[src/rtl/bcd_serial_subtractor.sv]
// Digit-serial BCD subtractor: a - b one digit per cycle, LSD first, with a
// ten's-complement pass that turns a negative partial result into its magnitude.
module bcd_serial_subtractor #(
  parameter int DIGITS = 4
) (
  input  logic                  clk,
  input  logic                  rst_n,
  input  logic                  start,
  input  logic [4*DIGITS-1:0]   a,
  input  logic [4*DIGITS-1:0]   b,
  output logic                  busy,
  output logic                  done,
  output logic [4*DIGITS-1:0]   result,
  output logic                  neg,
  output logic                  err
);

  localparam int W  = 4 * DIGITS;
  localparam int IW = $clog2(DIGITS);
  localparam logic [IW-1:0] LAST = IW'(DIGITS - 1);

  typedef enum logic [1:0] {IDLE, SUB, COMP, DONE} state_t;

  state_t          r_state, w_next;
  logic [W-1:0]    r_a, r_b, r_part;
  logic [IW-1:0]   r_idx;
  logic            r_borrow;

  logic [3:0]      w_x, w_y, w_digit;
  logic [4:0]      w_diff;
  logic            w_bout, w_last, w_bad;
  logic [W-1:0]    w_part_next;

  // One shared digit subtractor: SUB computes a_i - b_i, COMP computes 0 - R_i.
  always_comb begin
    // NOTE: every always_comb output gets a default first so no path infers a latch.
    w_x = 4'd0;
    w_y = r_b[r_idx*4 +: 4];
    if (r_state == COMP) begin
      w_y = r_part[r_idx*4 +: 4];
    end else begin
      w_x = r_a[r_idx*4 +: 4];
    end
    w_diff  = {1'b0, w_x} - {1'b0, w_y} - {4'd0, r_borrow};
    w_bout  = w_diff[4];
    w_digit = w_bout ? (w_diff[3:0] + 4'd10) : w_diff[3:0];
    w_part_next = r_part;
    w_part_next[r_idx*4 +: 4] = w_digit;
    w_last = (r_idx == LAST);
  end

  always_comb begin
    w_bad = 1'b0;
    for (int i = 0; i < DIGITS; i++) begin
      if (a[i*4 +: 4] > 4'd9 || b[i*4 +: 4] > 4'd9) w_bad = 1'b1;
    end
  end

  always_comb begin
    w_next = r_state;
    case (r_state)
      IDLE: if (start) w_next = w_bad ? DONE : SUB;
      SUB:  if (w_last) w_next = w_bout ? COMP : DONE;
      COMP: if (w_last) w_next = DONE;
      DONE: w_next = IDLE;
      default: w_next = IDLE;
    endcase
  end

  always_comb begin
    busy = (r_state == SUB) || (r_state == COMP);
    done = (r_state == DONE);
  end

  always_ff @(posedge clk) begin
    // NOTE: sequential state uses non-blocking assignments so all registers see pre-edge values.
    if (!rst_n) r_state <= IDLE;
    else        r_state <= w_next;
  end

  always_ff @(posedge clk) begin
    if (!rst_n) begin
      r_a      <= '0;
      r_b      <= '0;
      r_part   <= '0;
      r_idx    <= '0;
      r_borrow <= 1'b0;
      result   <= '0;
      neg      <= 1'b0;
      err      <= 1'b0;
    end else begin
      case (r_state)
        IDLE: begin
          if (start) begin
            r_a      <= a;
            r_b      <= b;
            r_idx    <= '0;
            r_borrow <= 1'b0;
            err      <= 1'b0;
            if (w_bad) begin
              result <= '0;
              neg    <= 1'b0;
              err    <= 1'b1;
            end
          end
        end
        SUB, COMP: begin
          r_part   <= w_part_next;
          r_borrow <= w_bout;
          r_idx    <= w_last ? '0 : r_idx + 1'b1;
          if (w_last) begin
            // The complement pass always starts with a clear borrow.
            r_borrow <= 1'b0;
            if (r_state == COMP) begin
              result <= w_part_next;
              neg    <= 1'b1;
            end else if (!w_bout) begin
              result <= w_part_next;
              neg    <= 1'b0;
            end
          end
        end
        default: ;
      endcase
    end
  end

endmodule

[config.mk]
export PLATFORM = sky130hd
export DESIGN_NAME = bcd_serial_subtractor
export DESIGN_NICKNAME = d
export VERILOG_FILES = /design/src/rtl/bcd_serial_subtractor.sv
export SDC_FILE = /design/constraint.sdc
export NUM_CORES = 1
export LEC_CHECK = 0
export ABC_AREA = 1
export CORE_MARGIN = 8
export CORE_UTILIZATION = 38
export DETAILED_ROUTE_END_ITERATION = 8
export HOLD_SLACK_MARGIN = 0.02
export PLACE_DENSITY = 0.69
export SYNTH_ARGS = -nofsm -noshare
export SYNTH_HDL_FRONTEND = slang
export SYNTH_SLANG_ARGS = --single-unit
[constraint.sdc]
create_clock -name clk -period 6 [get_ports clk]
set_input_delay 1.2 -clock clk [delete_from_list [all_inputs] [get_ports clk]]
set_output_delay 1.2 -clock clk [all_outputs]
set_load 0.01 [all_outputs]
==> results of run 1 <==
## cell families after synthesis
| logic type | after synthesis | synth area share, % |
|---|---|---|
| flip-flops | 71 | 38.4 |
| buffers and inverters | 78 | 9.23 |
| AND/OR/NAND/NOR | 210 | 24.4 |
| XOR/XNOR | 2 | 0.473 |
| adder cells (fa/ha/maj) | 17 | 6.15 |
| AO/OA/AOI/OAI | 148 | 21.3 |
## state kept, by name (all words and copies together) (netlist names)
signal    count
err           1
neg           1
r_a          16
r_b          16
r_borrow      1
r_idx         2
r_part       16
r_state       2
result       16
## worst max-delay path: stages (launching register included)
cell,delay (ps)
dfxtp_1,350
inv_1,90
ha_1,550
inv_1,470
a21oi_1,230
o21a_1,140
o22ai_1,110
fa_1,460
fa_1,460
xnor2_1,260
ha_1,190
inv_1,70
nand3_2,80
nand2_1,50
nand2_1,50
nand2_1,70
nand2_2,110
nand3_1,70
nand2_1,90
nand2_1,70
a21oi_1,160
## path summary, 6_finish.rpt
| path | to | slack, ps | start | cells past startpoint |
|---|---|---|---|---|
| setup / recovery | r_part[11]$_SDFFE_PN0N_ | 1780 | r_state[0]$_SDFFE_PN0P_ | 20 |
| hold / removal | r_a[1]$_SDFFE_PN0P_ | 460 | r_a[1]$_SDFFE_PN0P_ | 2 |
| setup reg to reg | r_part[11]$_SDFFE_PN0N_ | 1780 | r_state[0]$_SDFFE_PN0P_ | 20 |
| hold reg to reg | r_a[1]$_SDFFE_PN0P_ | 460 | r_a[1]$_SDFFE_PN0P_ | 2 |
## cells in the mapped netlist
| master | n | area share [%] |
|---|---|---|
| o22ai_2 | 2 | 0.68 |
| nand4_1 | 7 | 1.2 |
| nand3_2 | 5 | 1.4 |
| fa_1 | 2 | 1.1 |
| inv_4 | 2 | 0.34 |
| a21oi_1 | 58 | 7.8 |
| inv_2 | 3 | 0.30 |
| nor2_1 | 79 | 8.0 |
| o211ai_1 | 1 | 0.20 |
| a21boi_2 | 1 | 0.30 |
| nand3_1 | 14 | 1.9 |
| clkbuf_1 | 17 | 1.7 |
| xor2_1 | 1 | 0.24 |
| dfxtp_1 | 71 | 38 |
| ha_1 | 15 | 5.1 |
| buf_2 | 5 | 0.68 |
| buf_6 | 4 | 1.2 |
| nand2_2 | 5 | 0.84 |
| o21ai_0 | 60 | 8.1 |
| nand2_1 | 95 | 9.6 |
| buf_4 | 2 | 0.41 |
| a32o_1 | 2 | 0.54 |
| nand3_4 | 1 | 0.47 |
| xnor2_1 | 1 | 0.24 |
| buf_1 | 1 | 0.10 |
| o21a_1 | 2 | 0.41 |
| o22ai_1 | 8 | 1.4 |
| inv_1 | 44 | 4.5 |
| nand2_4 | 3 | 0.91 |
| o21ai_1 | 14 | 1.9 |
| nor3_1 | 1 | 0.14 |
## cells in the final DEF (no fill, tap or decap), types with 2 or more instances in the layout
master,netlist,routed
nand2_1,95,95
nor2_1,79,79
dfxtp_1,71,71
o21ai_0,60,60
a21oi_1,58,58
clkdlybuf4s50_1,0,54
inv_1,44,44
ha_1,15,15
nand3_1,14,14
o21ai_1,14,14
clkbuf_8,0,12
o22ai_1,8,8
nand4_1,7,7
nand3_2,5,5
nand2_2,5,5
inv_2,3,3
nand2_4,3,3
inv_4,2,2
o21a_1,2,2
a32o_1,2,2
o22ai_2,2,2
fa_1,2,2
buf_4,2,2
## per-stage QoR
stage,instance area (um2),setup WS (ps),power [mW],util (%),cells
CTS,4440,1830,2.82,46.3,699
global route,4440,1390,3.10,46.3,699
floorplan,3700,2700,2.11,-,526
finish,4440,1780,2.84,46.3,699
detailed placement,4270,1850,2.48,44.5,686
global placement,4270,2020,2.42,44.5,686
## layout make-up
class | count | area (um2)
fillers | 979 | 5150
multi-input cells | 377 | 1940
flip-flops and latches | 71 | 1420
repair buffers | 56 | 556
inverters | 49 | 189
well taps | 133 | 166
clock buffers | 12 | 165
clock inverters | 1 | 5.00
## per-layer routing
metal	vias up	share of wire (%)	GRT usage, %
li1	1799	-	-
met1	1632	44	18.7
met2	94	48	27.0
met3	18	5.2	4.22
met4	0	2.2	5.60
met5	-	0	0
## power by group through the flow
stage / Clock, mW / Sequential (mW) / Combinational [mW]
global placement: 0 / 0.689 / 1.73
finish: 0.344 / 0.684 / 1.81
CTS: 0.350 / 0.682 / 1.79
floorplan: 0 / 0.660 / 1.45
detailed placement: 0 / 0.691 / 1.78
global route: 0.370 / 0.697 / 2.03
==> run_results.csv, run 1 <==
group,metric,value,unit
clocking,cts_tree,"yes",
sta,tightestPinTransition,957,ps
grt,globalRouteTotalUtil,15.8,%
floorplan,fp.dieW,115,um
power_and_ir_drop,switching_share,51.2,%
setup_path,startpoint_type,"flop",
run,drv_cap,0,
clocking,cts_inserted_buffers,9,
floorplan,die_h,115,um
grt,grt-ovfl-total,0,
sta,drv_slew,0,
sta,final_hold_viol_count,0,
logic_synthesis,synth_seq_cells,71,
floorplan,fp.dieArea,0.0132,mm2
sta,tns,0,ps
logic_synthesis,netlist_area,0.00370,mm2
route,drcViolationCount,0,
clocking,clk-insertion-delay-late,350,ps
place,io_buffers,54,
sta,fin_hold_ws,460,ps
sta,timing.fmax,237,MHz
logic_synthesis,syn-mean-instance-area,7.04,um2
route,wl_per_cell,14.4,um
power_and_ir_drop,power.density,640,mW/mm2
power_and_ir_drop,peakVddDrop,0.255,mV
power_and_ir_drop,pwr-share-clk,12.1,%
power_and_ir_drop,p_sw,1.46,mW
logic_synthesis,yosysSeqAreaShare,38.4,%
logic_synthesis,syn_inst,526,
outcome,status,"completed",
final_layout,antenna_cells,0,
logic_synthesis,syn_nets,578,
sta,finalCriticalPeriod,4220,ps
clocking,cts.reportedPaths.clkPinSlew,70,ps
power_and_ir_drop,seqPwrFrac,24.1,%
floorplan,core-area,0.00959,mm2
sta,setup_viol,0,
clocking,cts-resized-gates,0,
sta,period_share,70.3,%
logic_synthesis,synthDistinctLibCells,31,
floorplan,fp-row-count,36,
clocking,cts.sinks,71,
route,vias_per_cell,5.07,
setup_path,cp_max_fo,21,
setup_path,cp-end-kind,"flop",
place,post-dp-hpwl,7.37,mm
grt,antenna_found_initial,0,
route,wl,10.1,mm
grt,grt_pass1_wl,16.6,mm
sta,rsz0062_at_grt,"no",
clocking,post_cts_buffers,0,
power_and_ir_drop,power_frac_comb,63.8,%
grt,grt_pass1_vias,3444,
sta,slew_headroom,36.1,%
place,place_congestion,0.889,
route,drtIter0Drc,211,
final_layout,num-nets-final,616,
floorplan,ioPinCount,55,
clocking,cts_hold_buf,0,
clocking,root_buffer,"clkbuf_8",
grt,grt_max_degree,50,
route,vias,3543,
route,first_pass_iters,5,
route,postRouteAntennaNets,0,
final_layout,drive_above_1_share,6.54,%
min_path,hp-class,"flop to flop",
clocking,cts_max_level,3,
sta,fin_skew,11.2,ps
floorplan,start_util,38.6,%
power_and_ir_drop,p_int,1.39,mW
clocking,clock_path_buffers,2,
final_layout,area_growth_syn_to_layout,20.0,%
setup_path,cp.required,6270,ps
logic_synthesis,yosys_warnings,0,
setup_path,criticalPathCategory,"flop to flop",
setup_path,arrival,4490,ps
power_and_ir_drop,leakage,1.77,nW
Note: power is estimated with default switching activity, not from simulation.
==> inputs of run 2 (changes only) <==
--- a/config.mk
+++ b/config.mk
@@ -10,7 +10,7 @@
 export CORE_UTILIZATION = 38
 export DETAILED_ROUTE_END_ITERATION = 8
 export HOLD_SLACK_MARGIN = 0.02
-export PLACE_DENSITY = 0.69
+export PLACE_DENSITY = 0.72
 export SYNTH_ARGS = -nofsm -noshare
 export SYNTH_HDL_FRONTEND = slang
 export SYNTH_SLANG_ARGS = --single-unit
==> constraint.sdc (replaced) <==
create_clock -name clk -period 3.67 [get_ports clk]
set_input_delay 0.734 -clock clk [delete_from_list [all_inputs] [get_ports clk]]
set_output_delay 0.734 -clock clk [all_outputs]
set_load 0.01 [all_outputs]
==> run_results.csv, run 2 (synthesized netlist as in run 1, its figures left out) <==
group,metric,value,unit
sta,timing.fmax,299,MHz
clocking,root_buffer,"clkbuf_8",
setup_path,max_stage_delay,570,ps
final_layout,final_cells,706,
place,post-dp-hpwl,7.51,mm
setup_path,cpMaxStageDelayCell,"dfxtp_1",
power_and_ir_drop,leakage,1.81,nW
grt,met1_usage,19.0,%
route,postRouteAntennaNets,0,
sta,slew_headroom,53.3,%
grt,grt_pass1_vias,3532,
setup_path,startpoint_type,"flop",
sta,tns,0,ps
setup_path,crit_chain,"inv_4 > a21oi_1 > a32o_1 > o22ai_1 > fa_1 > fa_2 > inv_1 > ha_1 > inv_1 > nand4_1 > nand2_1 > nand2_1 > nand2_2 > nand3_1 > nand2_1 > nand2_1 > a21oi_1",
sta,period_share,91.0,%
setup_path,cp_top_family,"adder cells",
outcome,status,"completed",
setup_path,reg2reg_depth,17,
setup_path,worst-path-buf-inv,3,
clocking,cts_max_level,3,
setup_path,r2r_start,"r_idx[0]$_SDFFE_PN0P_",
floorplan,fp-row-count,36,
final_layout,antenna_cells,0,
sta,setup_viol,0,
place,post-place-ws,50.0,ps
grt,antenna_found_initial,0,
place,io_buffers,54,
setup_path,criticalPathCategory,"flop to flop",
setup_path,arrival,3630,ps
grt,use_met2,27.0,%
min_path,hold_start,"r_a[13]$_SDFFE_PN0P_",
setup_path,r2r-end,"result[11]$_SDFFE_PN0P_",
grt,grt_use_met3,3.38,%
grt,grt_busiest_layer,"met2",
setup_path,rrSetupSlack,330,ps
clocking,cts_inserted_buffers,9,
route,drtIter0Drc,216,
min_path,min_path_cells,2,
floorplan,start_util,38.6,%
setup_path,cp-end-kind,"flop",
route,first_pass_iters,5,
grt,grt_pass1_wl,16.8,mm
place,place_congestion,0.899,
final_layout,final_common_cell,"nand2_1",
clocking,post_cts_buffers,0,
sta,fin_ws,330,ps
floorplan,ioPinCount,55,
clocking,cts.sinks,71,
power_and_ir_drop,power.density,1050,mW/mm2
place,post-place-cells,693,
clocking,clk-insertion-delay-late,360,ps
grt,grt-ovfl-total,0,
floorplan,fp.dieW,115,um
final_layout,final_cell_mix,"nand2_1 (95), nor2_1 (79), dfxtp_1 (71)",
floorplan,fp.dieArea,0.0132,mm2
setup_path,cp_max_fo,18,
clocking,cts_tree,"yes",
sta,rsz0062_at_grt,"no",
grt,globalRouteTotalUtil,16.0,%
sta,fin_hold_ws,461,ps
route,wl,10.0,mm
final_layout,fin_area,0.00453,mm2
sta,drv_slew,0,
route,vias_per_cell,5.05,
route,wl_per_cell,14.2,um
grt,grt_max_degree,38,
final_layout,num-fill-cells,948,
power_and_ir_drop,peakVddDrop,0.409,mV
sta,fin_skew,15.0,ps
clocking,cts.reportedPaths.clkPinSlew,70,ps
min_path,whs_endpoint,"r_a[13]$_SDFFE_PN0P_",
final_layout,num-nets-final,623,
sta,final_hold_viol_count,0,
sta,tightestPinTransition,698,ps
clocking,clock_path_buffers,2,
route,vias,3565,
route,drcViolationCount,0,
place,detailed_place.area,0.00432,mm2
floorplan,die_h,115,um
floorplan,core-area,0.00959,mm2
final_layout,drive_above_1_share,8.20,%
run,drv_cap,0,
setup_path,cp.required,3960,ps
final_layout,area_growth_syn_to_layout,22.5,%
min_path,hp-class,"flop to flop",
setup_path,crit_path_frequent_cell,"nand2_1",
sta,finalCriticalPeriod,3340,ps
[run 2: how the worst max path moves through the flow]
stage,start,to,slack [ps],cells past startpoint
after floorplan,r_state[0]$_SDFFE_PN0P_,r_part[7]$_SDFFE_PN0N_,370,21
after global placement,r_state[0]$_SDFFE_PN0P_,r_part[7]$_SDFFE_PN0N_,200,20
after detailed placement,r_state[0]$_SDFFE_PN0P_,r_part[11]$_SDFFE_PN0N_,50,20
after CTS,r_state[0]$_SDFFE_PN0P_,result[7]$_SDFFE_PN0P_,3,20
after global routing,r_state[0]$_SDFFE_PN0P_,result[7]$_SDFFE_PN0P_,3,19
final,r_idx[0]$_SDFFE_PN0P_,result[11]$_SDFFE_PN0P_,330,17
[run 2: power breakdown]
part,switching [mW],leakage [nW],internal (mW)
logic,1.98,1.13,1.10
clock network,0.276,0.0944,0.340
registers,0.134,0.583,0.961
[run 2: repair_timing]
item | 4_1_cts | 5_1_grt
endpoints found under the setup margin | 0 | 29
hold buffers | 0 | 0
gates resized for setup | 0 | 7
[run 2: worst reg2reg max path: stages, from the launching register on]
cell     delay [ps]
dfxtp_1         570
inv_4           170
a21oi_1         190
a32o_1          150
o22ai_1          80
fa_1            450
fa_2            550
inv_1            60
ha_1            180
inv_1           100
nand4_1         110
nand2_1          90
nand2_1          60
nand2_2         100
nand3_1          70
nand2_1          80
nand2_1          70
a21oi_1         170
[run 2: metrics by stage]
step / power [mW] / util (%)
6_report: 4.78 / 47.3
5_1_grt: 5.24 / 47.3
4_1_cts: 4.70 / 47.0
3_5_place_dp: 4.07 / 45.1
3_3_place_gp: 3.97 / 45.1
2_1_floorplan: 3.45 / -
[run 2: area by class of cell]
cell class	count	area (um2)	share of cell area [%]
Tap cell	133	166	3.67
Timing Repair Buffer	63	608	13.4
Clock buffer	12	155	3.42
Multi-Input combinational cell	377	1960	43.3
Inverter	49	191	4.22
Sequential cell	71	1420	31.3
Clock inverter	1	30.0	0.662
[run 2: per-layer routing]
| layer | routed length (um) | part of all wire [%] | up-vias |
|---|---|---|---|
| li1 | - | - | 1810 |
| met1 | 4410 | 44 | 1638 |
| met2 | 4920 | 49 | 102 |
| met3 | 494 | 4.9 | 15 |
| met4 | 201 | 2.0 | 0 |
| met5 | 0 | 0 | - |
==> inputs of run 3 (changes only) <==
==> constraint.sdc (replaced) <==
create_clock -name clk -period 3.67 [get_ports clk]
set_input_delay 0.734 -clock clk [delete_from_list [all_inputs] [get_ports clk]]
set_output_delay 0.734 -clock clk [all_outputs]
set_load 0.02 [all_outputs]
==> run_results.csv, run 3 (synthesized netlist as in run 1, its figures left out) <==
group,metric,value,unit
outcome,status,"completed",
final_layout,num-nets-final,628,
setup_path,arrival,3530,ps
min_path,hp-class,"flop to flop",
grt,grt_max_degree,38,
sta,period_share,90.5,%
place,place_congestion,0.899,
floorplan,fp.dieArea,0.0132,mm2
setup_path,crit_chain,"inv_1 > ha_4 > clkinvlp_4 > a21oi_1 > o21a_1 > o22ai_1 > fa_1 > fa_2 > inv_1 > ha_1 > inv_1 > nand3_2 > nand2_1 > nand2_1 > nand2_1 > nand2_2 > nand3_1 > nand2_1 > nand2_1 > a21oi_1",
place,io_buffers,54,
floorplan,ioPinCount,55,
final_layout,antenna_cells,0,
setup_path,cp-end-kind,"flop",
clocking,clk-insertion-delay-late,350,ps
route,drtIter0Drc,213,
grt,grt_busiest_layer,"met2",
clocking,cts_max_level,3,
floorplan,core-area,0.00959,mm2
setup_path,startpoint_type,"flop",
final_layout,seq_area,0.00142,mm2
floorplan,fp-row-count,36,
clocking,root_buffer,"clkbuf_8",
sta,finalCriticalPeriod,3320,ps
clocking,clock_path_buffers,2,
sta,drv_slew,0,
grt,grt_pass1_vias,3578,
route,wl,9.92,mm
sta,final_hold_viol_count,0,
sta,tns,0,ps
final_layout,area_growth_syn_to_layout,23.7,%
grt,globalRouteTotalUtil,15.8,%
final_layout,num-fill-cells,958,
grt,met1_usage,18.3,%
sta,tightestPinTransition,718,ps
grt,antenna_found_initial,0,
route,wl_per_cell,13.9,um
setup_path,crit_path_frequent_cell,"nand2_1",
sta,setup_viol,0,
final_layout,drive_above_1_share,9.29,%
route,vias_per_cell,5.03,
final_layout,final_common_cell,"nand2_1",
sta,timing.fmax,301,MHz
floorplan,start_util,38.6,%
sta,slew_headroom,52.1,%
place,post-place-cells,694,
route,vias,3591,
power_and_ir_drop,leakage,1.83,nW
setup_path,cp.required,3870,ps
power_and_ir_drop,power.density,1060,mW/mm2
final_layout,final_cells,714,
grt,grt_use_met3,3.11,%
grt,grt-ovfl-total,0,
setup_path,criticalPathCategory,"flop to flop",
clocking,cts_hold_buf,0,
route,postRouteAntennaNets,0,
clocking,cts_tree,"yes",
route,first_pass_iters,4,
setup_path,max_stage_delay,550,ps
setup_path,cp_max_fo,6,
run,drv_cap,0,
sta,rsz0062_at_grt,"no",
clocking,cts.sinks,71,
grt,grt_pass1_wl,16.6,mm
place,post-dp-hpwl,7.54,mm
final_layout,final_cell_mix,"nand2_1 (95), nor2_1 (79), dfxtp_1 (70)",
sta,fin_skew,7.15,ps
floorplan,fp.dieW,115,um
route,drcViolationCount,0,
power_and_ir_drop,peakVddDrop,0.465,mV
floorplan,die_h,115,um
final_layout,multiInputGateArea,0.00196,mm2
clocking,cts.reportedPaths.clkPinSlew,70,ps
grt,use_met2,26.9,%
clocking,cts_inserted_buffers,9,
setup_path,cpMaxStageDelayCell,"fa_2",
## run 3: through the flow
step	utilization [%]	area, um2	hold slack [ps]	power, mW	setup WS [ps]
after floorplan	-	3700	429	3.50	372
after global placement	45.1	4330	444	4.02	219
after detailed placement	45.1	4330	453	4.14	72.1
after CTS	47.1	4520	465	4.77	52.7
after global routing	47.7	4580	482	5.35	38.7
final	47.7	4580	463	4.86	348
## run 3: final cells by class
cell class	instances	share of cell area, %
clock inverter	3	0.929
multi-input combinational	377	42.9
clock buffer	13	3.25
timing repair buffer	68	14.0
tap	133	3.63
sequential	71	31.1
inverter	49	4.21
## run 3: per-layer routing
layer  routed length, um  share of wire, %
met1                4290                43
met2                4840                49
met3                 468               4.7
met4                 323               3.3
met5                   0                 0
## run 3: final timing paths
kind | cells after the start | slack [ps] | endpoint | from
worst min register to register | 2 | 460 | r_a[13]$_SDFFE_PN0P_ | r_a[13]$_SDFFE_PN0P_
worst min-delay path | 2 | 460 | r_a[13]$_SDFFE_PN0P_ | r_a[13]$_SDFFE_PN0P_
worst max register to register | 20 | 350 | r_part[11]$_SDFFE_PN0N_ | r_state[0]$_SDFFE_PN0P_
worst max-delay path | 20 | 350 | r_part[11]$_SDFFE_PN0N_ | r_state[0]$_SDFFE_PN0P_
## run 3: power breakdown
group	switching, mW	internal, mW
Sequential	0.133	0.962
Combinational	2.02	1.13
Clock	0.281	0.332
## run 3: critical path, delay by kind of cell, from the launching register on
kind            cells  cell delay (ps)
flops               1              350
buf+inv             4              450
fa+ha+maj           4             1380
simple gates        8              570
compound gates      4              440
## run 3: repair_timing
item	in CTS	in global routing
endpoints found under the setup margin	0	29
endpoints found under the hold margin	0	0
buffers inserted	0	4
resized for setup	0	6
